## src/rtl/qea_pkg.sv

```systemverilog
// qea_pkg: shared FSM encoding, default widths and amplitude-one constant for the QEA host loader
package qea_pkg;
  localparam int QEA_PE_NUM           = 4;
  localparam int QEA_DATA_WIDTH       = 32;
  localparam int QEA_STATE_ADDR_WIDTH = 16;
  localparam int QEA_CTX_ADDR_WIDTH   = 16;
  localparam int QEA_MAX_QBIT_WIDTH   = 6;
  localparam int QEA_NUM_FRAC_BIT     = 30;
  typedef enum logic [3:0] {
    IDLE, LOAD_CTX, INIT_STATE, START, RUN, RD_ISSUE, RD_WAIT, RD_OUT, DONE
  } state_e;
  // Fixed-point 1.0 with the given number of fraction bits
  function automatic logic [63:0] amp_one(input int frac);
    return 64'd1 << frac;
  endfunction
endpackage

```

## src/rtl/qea_row_counter.sv

```systemverilog
// qea_row_counter: loadable up-counter with terminal-value flag
module qea_row_counter #(
  parameter int W = 16
) (
  input  logic         clk,
  input  logic         rst,
  input  logic         load,
  input  logic [W-1:0] load_val,
  input  logic         inc,
  input  logic [W-1:0] term_val,
  output logic [W-1:0] cnt,
  output logic         term
);
  logic [W-1:0] cnt_q, cnt_d;
  // load takes priority over increment
  always_comb cnt_d = load ? load_val : inc ? cnt_q + 1'b1 : cnt_q;
  // count register
  always_ff @(posedge clk) cnt_q <= rst ? '0 : cnt_d;
  assign cnt  = cnt_q;
  assign term = cnt_q == term_val;
endmodule

```

## src/rtl/qea_host_loader.sv

```systemverilog
// qea_host_loader: loads gate context and initial state into the QEA, runs it and streams the state back
module qea_host_loader import qea_pkg::*; #(
  parameter int PE_NUM                  = QEA_PE_NUM,
  parameter int DATA_WIDTH              = QEA_DATA_WIDTH,
  parameter int STATE_ADDR_WIDTH        = QEA_STATE_ADDR_WIDTH,
  parameter int GATE_CONTEXT_ADDR_WIDTH = QEA_CTX_ADDR_WIDTH,
  parameter int MAX_QBIT_WIDTH          = QEA_MAX_QBIT_WIDTH,
  parameter int NUM_FRAC_BIT            = QEA_NUM_FRAC_BIT,
  localparam int STATE_DATA_WIDTH       = 2*DATA_WIDTH,
  localparam int LW                     = PE_NUM*STATE_DATA_WIDTH
) (
  input  logic                               clk,
  input  logic                               rst,
  input  logic                               cfg_start,
  input  logic [MAX_QBIT_WIDTH-1:0]          cfg_qbit_num,
  input  logic [GATE_CONTEXT_ADDR_WIDTH-1:0] cfg_ins_num,
  input  logic                               s_ctx_valid,
  output logic                               s_ctx_ready,
  input  logic [2*DATA_WIDTH-1:0]            s_ctx_data,
  output logic                               q_ctx_en,
  output logic                               q_ctx_wea,
  output logic [GATE_CONTEXT_ADDR_WIDTH-1:0] q_ctx_addr,
  output logic [2*DATA_WIDTH-1:0]            q_ctx_data,
  output logic                               q_state_ena,
  output logic                               q_state_wea,
  output logic [STATE_ADDR_WIDTH-1:0]        q_state_addra,
  output logic [LW-1:0]                      q_state_dina,
  output logic                               q_start,
  input  logic                               q_complete,
  input  logic [LW-1:0]                      q_state_dout,
  output logic                               m_state_valid,
  input  logic                               m_state_ready,
  output logic [LW-1:0]                      m_state_data,
  output logic                               m_state_last,
  output logic                               busy,
  output logic                               done,
  output logic                               err,
  output logic [31:0]                        exec_cycles
);
  localparam logic [63:0] ONE_RE = amp_one(NUM_FRAC_BIT);
  localparam logic [LW-1:0] INIT_ROW = {ONE_RE[DATA_WIDTH-1:0], {(LW-DATA_WIDTH){1'b0}}};
  state_e state_q, state_d;
  logic [MAX_QBIT_WIDTH-1:0] qbit_q, qbit_d;
  logic [GATE_CONTEXT_ADDR_WIDTH-1:0] ins_q, ins_d, ctx_addr_q, ctx_addr_d, ctx_cnt;
  logic err_q, err_d, ctx_we_q, ctx_we_d;
  logic [31:0] exec_q, exec_d;
  logic [2*DATA_WIDTH-1:0] ctx_data_q, ctx_data_d;
  logic [LW-1:0] rd_data_q, rd_data_d;
  logic [STATE_ADDR_WIDTH-1:0] row_cnt, row_last;
  logic ctx_load, ctx_inc, ctx_term, row_load, row_inc, row_term, cfg_ok;
  assign cfg_ok   = int'(cfg_qbit_num) >= 2 && int'(cfg_qbit_num) <= STATE_ADDR_WIDTH + 2;
  assign row_last = ~({STATE_ADDR_WIDTH{1'b1}} << (qbit_q - MAX_QBIT_WIDTH'(2)));
  qea_row_counter #(.W(GATE_CONTEXT_ADDR_WIDTH)) u_ctx_cnt (
    .clk(clk), .rst(rst), .load(ctx_load), .load_val('0), .inc(ctx_inc),
    .term_val(ins_q - GATE_CONTEXT_ADDR_WIDTH'(1)), .cnt(ctx_cnt), .term(ctx_term)
  );
  qea_row_counter #(.W(STATE_ADDR_WIDTH)) u_row_cnt (
    .clk(clk), .rst(rst), .load(row_load), .load_val('0), .inc(row_inc),
    .term_val(row_last), .cnt(row_cnt), .term(row_term)
  );
  // next-state, datapath updates and per-state strobes
  always_comb begin
    state_d       = state_q;
    qbit_d        = qbit_q;
    ins_d         = ins_q;
    err_d         = err_q;
    exec_d        = exec_q;
    ctx_we_d      = 1'b0;
    ctx_addr_d    = ctx_addr_q;
    ctx_data_d    = ctx_data_q;
    rd_data_d     = rd_data_q;
    ctx_load      = 1'b0;
    ctx_inc       = 1'b0;
    row_load      = 1'b0;
    row_inc       = 1'b0;
    s_ctx_ready   = 1'b0;
    q_state_ena   = 1'b0;
    q_state_wea   = 1'b0;
    q_state_addra = '0;
    q_state_dina  = '0;
    q_start       = 1'b0;
    m_state_valid = 1'b0;
    done          = 1'b0;
    case (state_q)
      IDLE: if (cfg_start) begin
        err_d = !cfg_ok;
        if (cfg_ok) begin
          qbit_d   = cfg_qbit_num;
          ins_d    = cfg_ins_num;
          ctx_load = 1'b1;
          row_load = 1'b1;
          state_d  = cfg_ins_num == '0 ? INIT_STATE : LOAD_CTX;
        end
      end
      LOAD_CTX: begin
        s_ctx_ready = 1'b1;
        if (s_ctx_valid) begin
          ctx_we_d   = 1'b1;
          ctx_addr_d = ctx_cnt;
          ctx_data_d = s_ctx_data;
          ctx_inc    = 1'b1;
          state_d    = ctx_term ? INIT_STATE : LOAD_CTX;
        end
      end
      INIT_STATE: begin
        q_state_ena   = 1'b1;
        q_state_wea   = 1'b1;
        q_state_addra = row_cnt;
        q_state_dina  = row_cnt == '0 ? INIT_ROW : '0;
        row_inc       = !row_term;
        row_load      = row_term;
        state_d       = row_term ? START : INIT_STATE;
      end
      START: begin
        q_start = 1'b1;
        exec_d  = '0;
        state_d = RUN;
      end
      RUN: begin
        exec_d  = exec_q + {31'd0, exec_q != '1};
        state_d = q_complete ? RD_ISSUE : RUN;
      end
      RD_ISSUE: begin
        q_state_ena   = 1'b1;
        q_state_addra = row_cnt;
        state_d       = RD_WAIT;
      end
      RD_WAIT: begin
        rd_data_d = q_state_dout;
        state_d   = RD_OUT;
      end
      RD_OUT: begin
        m_state_valid = 1'b1;
        if (m_state_ready) begin
          row_inc = !row_term;
          state_d = row_term ? DONE : RD_ISSUE;
        end
      end
      DONE: begin
        done    = 1'b1;
        state_d = IDLE;
      end
      default: state_d = IDLE;
    endcase
  end
  // state and datapath registers
  always_ff @(posedge clk) begin
    if (rst) begin
      state_q    <= IDLE;
      qbit_q     <= '0;
      ins_q      <= '0;
      err_q      <= 1'b0;
      exec_q     <= '0;
      ctx_we_q   <= 1'b0;
      ctx_addr_q <= '0;
      ctx_data_q <= '0;
      rd_data_q  <= '0;
    end else begin
      state_q    <= state_d;
      qbit_q     <= qbit_d;
      ins_q      <= ins_d;
      err_q      <= err_d;
      exec_q     <= exec_d;
      ctx_we_q   <= ctx_we_d;
      ctx_addr_q <= ctx_addr_d;
      ctx_data_q <= ctx_data_d;
      rd_data_q  <= rd_data_d;
    end
  end
  assign q_ctx_en     = ctx_we_q;
  assign q_ctx_wea    = ctx_we_q;
  assign q_ctx_addr   = ctx_addr_q;
  assign q_ctx_data   = ctx_data_q;
  assign m_state_data = rd_data_q;
  assign m_state_last = state_q == RD_OUT && row_term;
  assign busy         = state_q != IDLE;
  assign err          = err_q;
  assign exec_cycles  = exec_q;
endmodule

```

## config.mk

```make
export PLATFORM = sky130hd
export DESIGN_NAME = qea_host_loader
export DESIGN_NICKNAME = d
export VERILOG_FILES = /design/src/rtl/qea_pkg.sv /design/src/rtl/qea_row_counter.sv /design/src/rtl/qea_host_loader.sv
export SDC_FILE = /design/constraint.sdc
export NUM_CORES = 1
export LEC_CHECK = 0
export CAP_MARGIN = 20
export CORE_AREA = 2 2 386 388
export CTS_CLUSTER_SIZE = 30
export DETAILED_ROUTE_END_ITERATION = 7
export DIE_AREA = 0 0 388 390
export HOLD_SLACK_MARGIN = 0.02
export SETUP_SLACK_MARGIN = 0.15
export SLEW_MARGIN = 20
export SYNTH_ARGS = -nofsm -noshare
export SYNTH_HDL_FRONTEND = slang
export SYNTH_SLANG_ARGS = --single-unit
```

## constraint.sdc

```tcl
create_clock -name clk -period 4.05 [get_ports clk]
set_clock_uncertainty 0.05 [all_clocks]
set_input_delay 0.81 -clock clk [delete_from_list [all_inputs] [get_ports clk]]
set_output_delay 0.81 -clock clk [all_outputs]
set_load 0.01 [all_outputs]
```

==> metrics.md, run 1 <==
| Metric | Value |
|---|---|
| Status | `finished, violations left` |
| Failing checks | `setup timing` |
| Worst R2R Start | `qbit_q[1]` |
| Num ports | `999` |
| Hold Path Class | `reg2reg` |
| DR WL/cell | `21.5 um` |
| Placed Cells | `5013` |
| Worst Hold Launch | `m_state_data[87]` |
| Final period demand of the worst path | `4.23 ns` |
| Synth cell count leaders | `712 x nand2_1, 428 x dfxtp_1, 384 x a21oi_1` |
| Tot GR Track Use | `0.137` |
| CTS Hold Buffers Added | `0` |
| DRC | `0` |
| Grt ovf | `0` |
| Final worst-path cycle share | `1.05` |
| Netlist Area Pre-Place | `0.0190 mm2` |
| TritonCTS Buffers | `55` |
| Synth Flop Type | `dfxtp_1` |
| Final setup violation count | `1` |
| Final hold vios | `0` |
| Mapped Cells | `2453` |
| P_int | `0.00773 W` |
| Setup CP Type | `reg2out` |
| Synth top area share | `0.451` |
| DP Wirelength | `90.3 mm` |
| Post-synthesis mux area share | `0.0138` |
| Synth Area in Compound Gates | `0.139` |
| Non-filler instance count after layout | `5151` |
| Share of layout cells above drive strength 1 | `0.0656` |
| RSZ-0062 raised after global routing | `true` |
| Most used cell, CP | `buf_6` |
| Via count | `19500` |
| Max incr delay on CP | `0.61 ns` |
| Max Cap Viol | `0` |
| Root Driver | `clkbuf_16` |
| EDFF count, synth | `0` |
| Largest fanout on the critical path | `6` |
| VDD IR-drop max | `0.315 mV` |
| Final Max Slew Viols | `0` |
| Post-Synth Simple-Gate Area | `0.231` |
| Ys async rst share | `0` |
| Crit end category | `output port` |
| Drt total wl | `111 mm` |
| Final instance area | `0.0300 mm2` |
| Largest net degree at the start of global routing | `127` |
| Yosys warns | `0` |
| Number of global-route vias before repair | `17600` |
| Final ANT Viol Nets | `0` |
| Clock slew at reported path FFs | `0.07 ns` |
| Clock power share | `0.486` |
| Max Root-Sink Buffers | `3` |
| Die Wd | `388 um` |
| Layout area overhead | `58.1%` |
| Nets | `3509` |
| Seq/Total Area, Yosys | `0.451` |
| Cell taking the most area after synthesis | `dfxtp_1` |
| CP top delay family | `simple AND/OR/NAND/NOR gates` |
| Initial antenna violation count | `93` |
| FP Rows | `141` |
| Switching share of power | `0.265` |
| Adder-Cell Fraction of Synth Area | `0.00461` |
| PortBufs | `743` |
| Clk_lat worst skew | `0.65 ns` |
| Critical Path Start | `qbit_q[2]` |
| Syn Area/Cell | `7.74 um2` |
| Xor and xnor area share after synthesis | `0.0212` |
| Leakage Power | `9.98 nW` |
| Critical Path RT | `3.19 ns` |
| Fill count | `16300` |
| Slew at the pin with the worst max-slew slack | `0.819 ns` |
| Comb pwr share | `0.104` |
| Slew headroom | `0.454` |
| WP buf/inv | `3` |
| Most frequent cell after synthesis | `nand2_1` |
| Routed vias/inst | `3.78` |
| CTS sink cnt | `428` |
| Yosys cell types | `64` |
| Slowest-stage cell, CP | `or4_4` |
| Flop pwr share | `0.410` |
| Setup TNS | `-0.182 ns` |
| Largest family of logic cells by synthesized area | `simple AND/OR/NAND/NOR gates` |
| Internal reg-to-reg setup slack | `0.59 ns` |
| FMAX | `236 MHz` |
| Iteration-0 DRC Markers | `1346` |
| Placement-stage cell area | `0.0278 mm2` |
| First-pass GRT wire length | `147 mm` |
| Initial Util | `0.129` |
| Synth area leaders | `dfxtp_1 45%, nand2_1 14%, buf_4 10%, a21oi_1 10%, clkbuf_1 2.8%` |
| CP arrival | `3.37 ns` |
| Core area | `0.147 mm2` |
| Synthesized flop and latch total | `428` |
| Worst setup margin | `-0.182 ns` |
| Total die area | `0.151 mm2` |
| Pwr Density | `350 mW/mm2` |
| Htree depth | `2` |
| Final Wtd Congestion | `0.887` |
| CTS tree | `yes` |
| Initial DRT Pass Iterations | `7` |
| Die Ht | `390 um` |
| Multi-input logic area | `0.00894 mm2` |
| Switching Power | `0.00279 W` |
| Critical path startpoint category | `flop` |
| Cell Chain, Critical Path | `buf_6 > buf_6 > or4_1 > o211ai_1 > a21oi_4 > xnor2_2 > nor3_1 > nand4_1 > or4_4 > nor2_4 > buf_12` |
| FF/Latch Area | `0.00858 mm2` |
==> cells by family (layout without fill, tap and decap cells) <==
family | after synthesis | after routing
simple gates | 1023 | 1023
compound gates | 485 | 485
buf+inv | 437 | 931
flops | 428 | 428
xor+xnor | 46 | 46
mux | 26 | 26
fa+ha+maj | 7 | 7
other cells | 1 | 275
==> final cells by class <==
type,count,area share
inverters,26,0.00333
clock buffers,74,0.0522
multi-input cells,1842,0.298
diodes,20,0.00167
repair buffers,801,0.268
flip-flops and latches,428,0.286
clock inverters,30,0.0106
well taps,1930,0.0804
==> layer usage <==
| metal | global-route usage | part of all wire | routed length [um] | up-vias |
|---|---|---|---|---|
| met4 | 0.0493 | 0.033 | 3660 | 16 |
| met1 | 0.167 | 0.40 | 44000 | 9208 |
| met5 | 0 | 0.00096 | 106 | - |
| met3 | 0.0571 | 0.11 | 12600 | 242 |
| li1 | - | - | - | 9058 |
| met2 | 0.216 | 0.45 | 50300 | 939 |
==> state kept, by name, summed over array words and instances (netlist names), 6 cells and up <==
| name | cells |
|---|---|
| exec_cycles | 32 |
| qbit_q | 6 |
| q_ctx_addr | 16 |
| m_state_data | 256 |
| ins_q | 16 |
| u_row_cnt.cnt | 16 |
| q_ctx_data | 64 |
| u_ctx_cnt.cnt | 16 |
==> metrics by stage <==
step | hold slack (ns) | worst slack, ns | utilization | power (W)
6_report | 0.401 | -0.182 | 0.204 | 0.0105
5_1_grt | 0.419 | -0.366 | 0.204 | 0.0109
4_1_cts | 0.404 | -0.290 | 0.203 | 0.0107
3_5_place_dp | 0.396 | 0.0181 | 0.189 | 0.00545
3_3_place_gp | 0.391 | 0.0126 | 0.189 | 0.00545
2_1_floorplan | 0.418 | 0.298 | - | 0.00503
==> final timing paths <==
path | endpoint | cells past startpoint
setup reg to reg | u_row_cnt.cnt[1] | 12
setup / recovery | m_state_last | 11
hold reg to reg | m_state_data[87] | 2
hold / removal | m_state_data[87] | 2
==> placed cells by master (no fill, tap or decap), types with 6 or more instances in the layout <==
master             n
a21o_1             6
a21oi_1          382
a31oi_1            8
and2_1            13
and3_1            13
and4_1             6
buf_12            12
buf_4             40
buf_6              7
clkbuf_1           7
clkbuf_16         55
clkbuf_8          12
clkdlybuf4s50_1  741
clkinv_2          12
clkinvlp_4         6
conb_1           255
dfxtp_1          424
diode_2           20
ha_1               6
inv_1             24
mux2i_1           24
nand2_1          711
nand3_1           44
nand4_1           21
nor2_1            89
nor3_1            22
nor4_1            15
o211ai_1          13
o21a_1            10
o21ai_0           22
o21ai_1            6
or2_2             10
or3_1             27
or4_1              7
xnor2_1           23
xor2_1            19
==> power by group through the flow <==
| stage | registers [W] | clock network (W) | logic (W) |
|---|---|---|---|
| CTS | 0.00431 | 0.00532 | 0.00108 |
| detailed placement | 0.00440 | 0 | 0.00105 |
| global placement | 0.00440 | 0 | 0.00105 |
| global route | 0.00432 | 0.00542 | 0.00118 |
| finish | 0.00431 | 0.00511 | 0.00110 |
| floorplan | 0.00440 | 0 | 0.000632 |
==> worst register-to-register path, delay by kind of cell (launching register included) <==
kind | cells | cell delay (ns)
AO/OA/AOI/OAI | 5 | 1.29
multiplexers | 1 | 0.24
AND/OR/NAND/NOR | 3 | 0.99
buffers and inverters | 3 | 0.43
flip-flops | 1 | 0.35
==> timing repair <==
| item | in CTS | in global routing |
|---|---|---|
| buffers inserted | 10 | 4 |
| hold endpoints to repair | 0 | 0 |
| gates resized for setup | 26 | 19 |
| setup endpoints to repair | 13 | 13 |
| pin swaps | 10 | 18 |
Note: power is estimated with default switching activity, not from simulation.
==> run 2, diff against run 1 <==
--- a/config.mk
+++ b/config.mk
@@ -11,8 +11,9 @@
 export DETAILED_ROUTE_END_ITERATION = 7
 export DIE_AREA = 0 0 388 390
 export HOLD_SLACK_MARGIN = 0.02
+export MAX_ROUTING_LAYER = met4
 export SETUP_SLACK_MARGIN = 0.15
-export SLEW_MARGIN = 20
+export SLEW_MARGIN = 5
 export SYNTH_ARGS = -nofsm -noshare
 export SYNTH_HDL_FRONTEND = slang
 export SYNTH_SLANG_ARGS = --single-unit
==> run 2 against run 1 <==
The flow still finishes with violations (setup timing); sequential share of layout area up 0.13 points; maximum frequency rose by 0.43%; via count up 0.21%; non-clock buffer count down 6; critical path depth down 1; global-route usage is 0.36 points higher; first-iteration DRC count rose by 8.5%; critical endpoint unchanged; highest routed layer is now met4.
==> metrics.md, run 2 (same netlist as run 1, synthesis figures left out) <==
| Metric | Value |
|---|---|
| Layout area overhead | `57.4%` |
| Final setup violation count | `1` |
| Grt ovf | `0` |
| Initial DRT Pass Iterations | `6` |
| Htree depth | `2` |
| Comb pwr share | `0.104` |
| Share of layout cells above drive strength 1 | `0.0604` |
| DR WL/cell | `21.4 um` |
| Via count | `19500` |
| Tot GR Track Use | `0.141` |
| Final period demand of the worst path | `4.21 ns` |
| Final ANT Viol Nets | `0` |
| Largest net degree at the start of global routing | `167` |
| Clock power share | `0.483` |
| Final Max Slew Viols | `0` |
| Worst setup margin | `-0.164 ns` |
| Number of global-route vias before repair | `17700` |
| Total power of the final layout | `0.0104 W` |
| First-pass GRT wire length | `146 mm` |
| Setup CP Type | `reg2out` |
| VDD IR-drop max | `0.308 mV` |
| Max incr delay on CP | `0.57 ns` |
| Final Core Density | `0.203` |
| Slew headroom | `0.348` |
| Max Cap Viol | `0` |
| DP Wirelength | `89.7 mm` |
| Iteration-0 DRC Markers | `1460` |
| Leakage Power | `9.93 nW` |
| Largest fanout on the critical path | `6` |
| Worst R2R Start | `qbit_q[1]` |
| Clock slew at reported path FFs | `0.06 ns` |
| Flop pwr share | `0.413` |
| Final Wtd Congestion | `0.909` |
| Drt total wl | `110 mm` |
| Placement-stage cell area | `0.0277 mm2` |
| Critical path startpoint category | `flop` |
| Switching share of power | `0.264` |
| Critical Path Start | `qbit_q[1]` |
| Die Ht | `390 um` |
| TritonCTS Buffers | `56` |
| Switching Power | `0.00275 W` |
| RSZ-0062 raised after global routing | `true` |
| Fill count | `16400` |
| Most common cell after layout, fill and taps aside | `clkdlybuf4s50_1` |
| CTS tree | `yes` |
| Root Driver | `clkbuf_16` |
| Worst Hold Launch | `m_state_data[53]` |
| Routed vias/inst | `3.79` |
| CTS sink cnt | `428` |
| Initial antenna violation count | `97` |
| Final hold slack | `0.402 ns` |
| Clk_lat worst skew | `0.65 ns` |
| Final worst-path cycle share | `1.04` |
| Failing checks | `setup timing` |
| Slew at the pin with the worst max-slew slack | `0.978 ns` |
| Hold Path Class | `reg2reg` |
| P_int | `0.00768 W` |
| Final instance area | `0.0299 mm2` |
| Final hold vios | `0` |
| Die Wd | `388 um` |
| Nets | `3504` |
| CP arrival | `3.35 ns` |
| Core area | `0.147 mm2` |
| Crit end category | `output port` |
| PortBufs | `743` |
| Pwr Density | `349 mW/mm2` |
| Num ports | `999` |
| Cell Chain, Critical Path | `inv_4 > ha_4 > o41a_1 > buf_6 > or3_1 > a21oi_2 > o21ai_2 > or4_4 > nor2_4 > buf_12` |
| Total die area | `0.151 mm2` |
| Status | `finished, violations left` |
| Critical Path RT | `3.19 ns` |
| Largest register FFs | `256` |
| FMAX | `237 MHz` |
| Max Root-Sink Buffers | `3` |
| FP Rows | `141` |
| Initial Util | `0.129` |
| Slowest-stage cell, CP | `or4_4` |
| DRC | `0` |
| Pre-CTS WS | `0.0202 ns` |
| Commonest cells after routing, fill and taps aside | `741 x clkdlybuf4s50_1, 711 x nand2_1, 423 x dfxtp_1` |
## run 2: power by group through the flow
stage	Sequential (W)	Combinational, W	Clock, W
2_1_floorplan	0.00440	0.000632	0
3_3_place_gp	0.00440	0.00104	0
3_5_place_dp	0.00440	0.00104	0
4_1_cts	0.00431	0.00107	0.00524
5_1_grt	0.00432	0.00116	0.00536
6_report	0.00431	0.00108	0.00504
## run 2: cell type report
| type | count | area, um2 | area share |
|---|---|---|---|
| tap | 1930 | 2410 | 0.0808 |
| clock buffer | 77 | 1550 | 0.0519 |
| clock inverter | 27 | 310 | 0.0104 |
| timing repair buffer | 795 | 7980 | 0.267 |
| sequential | 428 | 8570 | 0.287 |
| antenna | 18 | 45.0 | 0.00151 |
| inverter | 26 | 100 | 0.00335 |
| multi-input combinational | 1842 | 8900 | 0.298 |
## run 2: metrics by stage
step / instances / setup TNS, ns
finish: 5143 / -0.164
global placement: 5010 / 0
CTS: 5124 / -0.241
detailed placement: 5010 / 0
floorplan: 2707 / 0
global route: 5136 / -0.299
## run 2: timing repair
action,4_1_cts,5_1_grt
setup buffers,10,1
hold buffers,0,0
resized for setup,30,7
pin swaps,11,3
endpoints found under the hold margin,0,0
endpoints found under the setup margin,13,13
## run 2: layer usage
| layer | global-route usage | routed length [um] |
|---|---|---|
| met5 | - | 0 |
| met4 | 0.0329 | 3660 |
| met3 | 0.0493 | 10800 |
| met2 | 0.223 | 50000 |
| met1 | 0.171 | 45800 |
## run 2: worst paths after layout
check	endpoint	slack [ns]	depth (start not counted)
min reg2reg	m_state_data[53]	0.40	2
min	m_state_data[53]	0.40	2
max	m_state_last	-0.16	10
max reg2reg	u_row_cnt.cnt[12]	0.51	12
## run 2: critical path: cells and delay by family, from the launching register on
kind	cells	cell delay, ns
AND/OR/NAND/NOR	3	1.04
adder cells (fa/ha/maj)	1	0.18
AO/OA/AOI/OAI	3	0.81
flip-flops	1	0.36
buffers and inverters	3	0.35
